[config.mk]
export PLATFORM = sky130hd
export DESIGN_NAME = fetch_stage
export DESIGN_NICKNAME = d
export VERILOG_FILES = /design/src/rtl/arm_pkg.sv /design/src/rtl/fetch_stage_if_id_reg.sv /design/src/rtl/fetch_stage.sv
export SDC_FILE = /design/constraint.sdc
export NUM_CORES = 1
export LEC_CHECK = 0
export BUFFER_PORTS_ARGS = -buffer_cell sky130_fd_sc_hd__clkbuf_2
export CAP_MARGIN = 10
export CORE_MARGIN = 2
export CORE_UTILIZATION = 45
export DETAILED_ROUTE_END_ITERATION = 8
export PLACE_DENSITY = 0.74
export SKIP_CTS_REPAIR_TIMING = 1
export SKIP_LAST_GASP = 1
export SLEW_MARGIN = 20
export SYNTH_ARGS = -nofsm -noshare
export SYNTH_HDL_FRONTEND = slang
export SYNTH_SLANG_ARGS = --single-unit
[constraint.sdc]
create_clock -name i_clk -period 6.3 [get_ports i_clk]
set_input_delay 0.315 -clock i_clk [delete_from_list [all_inputs] [get_ports i_clk]]
set_output_delay 0.315 -clock i_clk [all_outputs]
set_load 0.1 [all_outputs]
[src/rtl/arm_pkg.sv]
// Shared ARM pipeline definitions: word width, bubble encoding, reset PC and
// the fetch FSM state encoding.
package arm_pkg;

  localparam int WORD_W = 32;
  localparam logic [WORD_W-1:0] INSTR_NOP    = 32'h0000_0000;
  localparam logic [WORD_W-1:0] RESET_PC_DEF = 32'h0000_0000;

  typedef enum logic [1:0] {
    ST_RUN   = 2'd0,
    ST_STALL = 2'd1,
    ST_FAULT = 2'd2
  } fetch_state_e;

  // True when the word index of a byte address lies inside instruction memory.
  function automatic logic pc_in_range(input logic [WORD_W-1:0] pc,
                                       input int unsigned mem_words);
    return {2'b00, pc[WORD_W-1:2]} < mem_words;
  endfunction

endpackage

[src/rtl/fetch_stage_if_id_reg.sv]
// IF/ID pipeline register: {pc, instr, valid}. Flush inserts a bubble,
// load captures a fetched word, otherwise the contents are held.
module if_id_reg
  import arm_pkg::*;
(
  input  logic              i_clk,
  input  logic              i_rst,
  input  logic              i_flush,
  input  logic              i_load,
  input  logic [WORD_W-1:0] i_pc,
  input  logic [WORD_W-1:0] i_instr,
  output logic [WORD_W-1:0] o_pc,
  output logic [WORD_W-1:0] o_instr,
  output logic              o_valid
);

  logic [WORD_W-1:0] r_pc;
  logic [WORD_W-1:0] r_instr;
  logic              r_valid;

  always_ff @(posedge i_clk) begin
    if (!i_rst || i_flush) begin
      r_pc    <= '0;
      r_instr <= INSTR_NOP;
      r_valid <= 1'b0;
    end else if (i_load) begin
      r_pc    <= i_pc;
      r_instr <= i_instr;
      r_valid <= 1'b1;
    end
  end

  assign o_pc    = r_pc;
  assign o_instr = r_instr;
  assign o_valid = r_valid;

endmodule

[src/rtl/fetch_stage.sv]
// Instruction-fetch stage: program counter, fetch FSM (RUN/STALL/FAULT),
// valid-fetch counter and the IF/ID register feeding decode.
module fetch_stage
  import arm_pkg::*;
#(
  parameter logic [WORD_W-1:0] RESET_PC  = RESET_PC_DEF,
  parameter int unsigned       MEM_WORDS = 1024
) (
  input  logic              i_clk,
  input  logic              i_rst,
  input  logic              i_freeze,
  input  logic              i_branch_taken,
  input  logic [WORD_W-1:0] i_branch_addr,
  output logic [WORD_W-1:0] o_instr_addr,
  input  logic [WORD_W-1:0] i_instruction,
  output logic [WORD_W-1:0] o_if_id_pc,
  output logic [WORD_W-1:0] o_if_id_instr,
  output logic              o_if_id_valid,
  output logic              o_fetch_fault,
  output logic [WORD_W-1:0] o_fetch_count
);

  fetch_state_e      r_state;
  logic [WORD_W-1:0] r_pc;
  logic [WORD_W-1:0] r_count;
  logic              r_fault;

  logic [WORD_W-1:0] w_pc_next;
  logic [WORD_W-1:0] w_branch_pc;
  logic              w_faulting;
  logic              w_advance;
  logic              w_flush;

  assign w_pc_next   = r_pc + 32'd4;
  assign w_branch_pc = i_branch_addr & ~32'h3;
  // An out-of-range PC never fetches, even if FAULT was not entered through RUN.
  assign w_faulting  = (r_state == ST_FAULT) || !pc_in_range(r_pc, MEM_WORDS);
  assign w_advance   = !i_branch_taken && !w_faulting && !i_freeze;
  assign w_flush     = i_branch_taken || w_faulting;

  always_ff @(posedge i_clk) begin
    if (!i_rst) begin
      r_pc    <= RESET_PC;
      r_count <= '0;
      r_fault <= 1'b0;
      r_state <= ST_RUN;
    end else if (i_branch_taken) begin
      r_pc    <= w_branch_pc;
      r_state <= pc_in_range(w_branch_pc, MEM_WORDS) ? ST_RUN : ST_FAULT;
    end else if (w_faulting) begin
      r_fault <= 1'b1;
      r_state <= ST_FAULT;
    end else if (i_freeze) begin
      r_state <= ST_STALL;
    end else begin
      r_pc    <= w_pc_next;
      r_count <= r_count + 32'd1;
      r_state <= pc_in_range(w_pc_next, MEM_WORDS) ? ST_RUN : ST_FAULT;
    end
  end

  if_id_reg u_if_id (
    .i_clk   (i_clk),
    .i_rst   (i_rst),
    .i_flush (w_flush),
    .i_load  (w_advance),
    .i_pc    (w_pc_next),
    .i_instr (i_instruction),
    .o_pc    (o_if_id_pc),
    .o_instr (o_if_id_instr),
    .o_valid (o_if_id_valid)
  );

  assign o_instr_addr  = r_pc;
  assign o_fetch_fault = r_fault;
  assign o_fetch_count = r_count;

endmodule

==> flow_summary.yaml <==
worst_setup_path:
  cp_slowest_stage_delay_ns: 0.81
  cp_max_fo: 18
  worstPathCellList: "nor4_2 -> nand3_1 -> or3_1 -> or4_1 -> a21oi_1"
  slowest_stage: "or3_1"
  path_class: "register to register"
  critical_path_buf_inv_count: 0
  cp.required_ns: 6.63
  cp-start-kind: "register"
  crit_family: "simple AND/OR/NAND/NOR gates"
  critical_path_arrival_ns: 3.24
  endpoint_kind: "register"
detailed_routing:
  drc: 0
  antenna_left: 0
  drtPass1Iterations: 5
  routed_wl_um: 13960
  drt_iter0_drc: 269
  viasPerCell: 5.344
  detail_route.wl_per_cell_um: 15.09
  vias: 4943
power_and_ir_drop:
  vdd_drop_max_uv: 282.7
  p_leak_nw: 2.896
  p_per_area_nw_per_um2: 295.5
  p_total_mw: 2.003
timing:
  finalClockSkew_ns: 0.005582
  final_max_slew_viol_count: 0
  fin_setup_tns_ns: 0
  rsz0062_at_grt: "no"
  hold_slack_ns: 0.1228
  timing.final.hold_violations: 0
  slew_headroom: 0.3580
  finalCriticalPeriod_ns: 2.913
  max_slew.worst_pin.slew_ns: 0.9630
  period_share: 0.4624
  fmax_ghz: 0.3433
  setup_viol: 0
clock_tree:
  clkTransAtPathRegs_ns: 0.06
  htree_levels: 4
  cts_tree: "built"
  max-clock-path-buffers: 2
  cts-buffers-inserted: 17
  cts_sinks: 128
  clk_latency_ns: 0.41
  ctsRootBufferMaster: "clkbuf_16"
placed_design:
  gp_congestion: 0.8550
  hpwl_um: 10030
  portBuffers: 191
global_routing:
  grt_max_degree: 57
  gr-total-overflow: 0
  grtUsageMet1: 0.2845
  grt_usage: 0.2268
  grt_pass1_wl_um: 23050
  grt.met2_usage: 0.3663
  grt_use_met3: 0.06532
  grt_pass1_vias: 4714
  antenna_found_initial: 0
  top_usage_layer: "met2"
die:
  start_util: 0.4580
  die_area_um2: 12450
  rows: 39
  pin_count: 198
  fp.dieW_um: 111.6
  core_area_um2: 11370
  die_height_um: 111.6
yosys:
  ys_seq_area_frac: 0.4921
  ys_seq_elements: 128
  ys_warn_count: 0
  synthArstFlopShare: 0
  synthTopCellsByCount: "128 x dfxtp_1, 98 x nand2_1, 58 x nor2_1"
  synth_edf_count: 0
  synth_most_common_cell: "dfxtp_1"
  synthesis.area_um2: 5207
  synth_top_area_share: 0.4921
  yosys.area.top_type: "dfxtp_1"
  netlist_instances: 595
  synth_ff_type: "dfxtp_1"
  syn_area_per_cell_um2: 8.752
  yosys-top-cells-area: "dfxtp_1 49%, nand2_1 7.1%, mux2i_1 5.0%, a21oi_1 4.5%, nor2_1 4.2%"
  yosysUniqueCellTypes: 44
layout:
  antennaDiodeCount: 0
  syn2layout_area_growth_pct: 30.18
  layout-drive-gt1-share: 0.2992
  finalNetCount: 839
worst_hold_path:
  hold_class: "input port to register"
job:
  maxCapViolations: 0
status:
  status: "finished, final reports clean"
## sequential cells by signal (all words and copies together), names as in the netlist
signal,flops
u_if_id.o_pc,30
u_if_id.o_instr,32
o_fetch_count,32
u_if_id.o_valid,1
o_instr_addr,30
o_fetch_fault,1
r_state,2
## area by class of cell
| type | instances | area (um2) |
|---|---|---|
| Timing Repair Buffer | 193 | 970.9 |
| Clock inverter | 13 | 138.9 |
| Sequential cell | 128 | 2562 |
| Clock buffer | 19 | 452.9 |
| Fill cell | 1002 | 4591 |
| Inverter | 6 | 22.52 |
| Tap cell | 143 | 178.9 |
| Multi-Input combinational cell | 423 | 2452 |
## power by group
| part | internal (mW) | total (mW) | switching, mW |
|---|---|---|---|
| logic | 0.0456 | 0.203 | 0.157 |
| registers | 0.823 | 0.839 | 0.0167 |
| clock network | 0.602 | 0.961 | 0.359 |
## through the flow
stage                     instances  setup WS [ns]  utilization  instance area (um2)
after floorplan                 598          3.470            -                 5219
after global placement          893          3.323       0.5442                 6187
after detailed placement        893          3.235       0.5442                 6187
after CTS                       925          3.374       0.5962                 6779
after global routing            925          3.160       0.5962                 6779
final                           925          3.387       0.5962                 6779
## routing by layer
layer | vias up | part of all wire | wire length [um]
met5 | - | 0 | 0
met4 | 0 | 0.020 | 277
met3 | 20 | 0.070 | 984
met2 | 202 | 0.46 | 6479
met1 | 2288 | 0.45 | 6218
li1 | 2433 | - | -
## layout by cell type, fill, tap and decap left out, types with 2 or more instances in the layout
master,count
xor2_1,6
a21oi_1,47
ha_1,2
a211oi_1,10
mux2i_1,26
nor3_1,8
or3_1,4
a31oi_1,2
xnor2_1,22
dfxtp_1,128
nor4_4,2
bufinv_16,2
buf_4,2
and4_1,5
nand2b_1,8
o21ai_0,9
nand3_1,28
nand2_1,98
o21a_1,2
clkbuf_8,2
nand4_1,12
nor2_1,58
clkinvlp_4,2
o31ai_1,8
clkinv_2,4
clkbuf_16,17
conb_1,4
inv_1,5
nor4_1,17
or4_1,9
and3_1,22
clkbuf_2,191
clkinv_4,5
## tightest hold or removal path, stage by stage
cell      delay (ns)
clkbuf_2        0.08
nand2_1         0.04
a21oi_1         0.05
## logic make-up after synthesis
group	share of synthesized area
buffers and inverters	0.03940
flip-flops	0.4921
XOR/XNOR	0.04709
multiplexers	0.04998
AND/OR/NAND/NOR	0.2616
other	0.0007201
adder cells (fa/ha/maj)	0.004805
AO/OA/AOI/OAI	0.1043
## path summary, 6_finish.rpt
path	startpoint	endpoint	slack, ns	cells past startpoint
worst min register to register	u_if_id.o_instr[23]	u_if_id.o_instr[23]	0.46	2
worst min-delay path	i_instruction[23]	u_if_id.o_instr[23]	0.12	3
worst max-delay path	o_instr_addr[19]	o_fetch_count[19]	3.39	5
worst max register to register	o_instr_addr[19]	o_fetch_count[19]	3.39	5
Power figures use the tool's default switching activity.
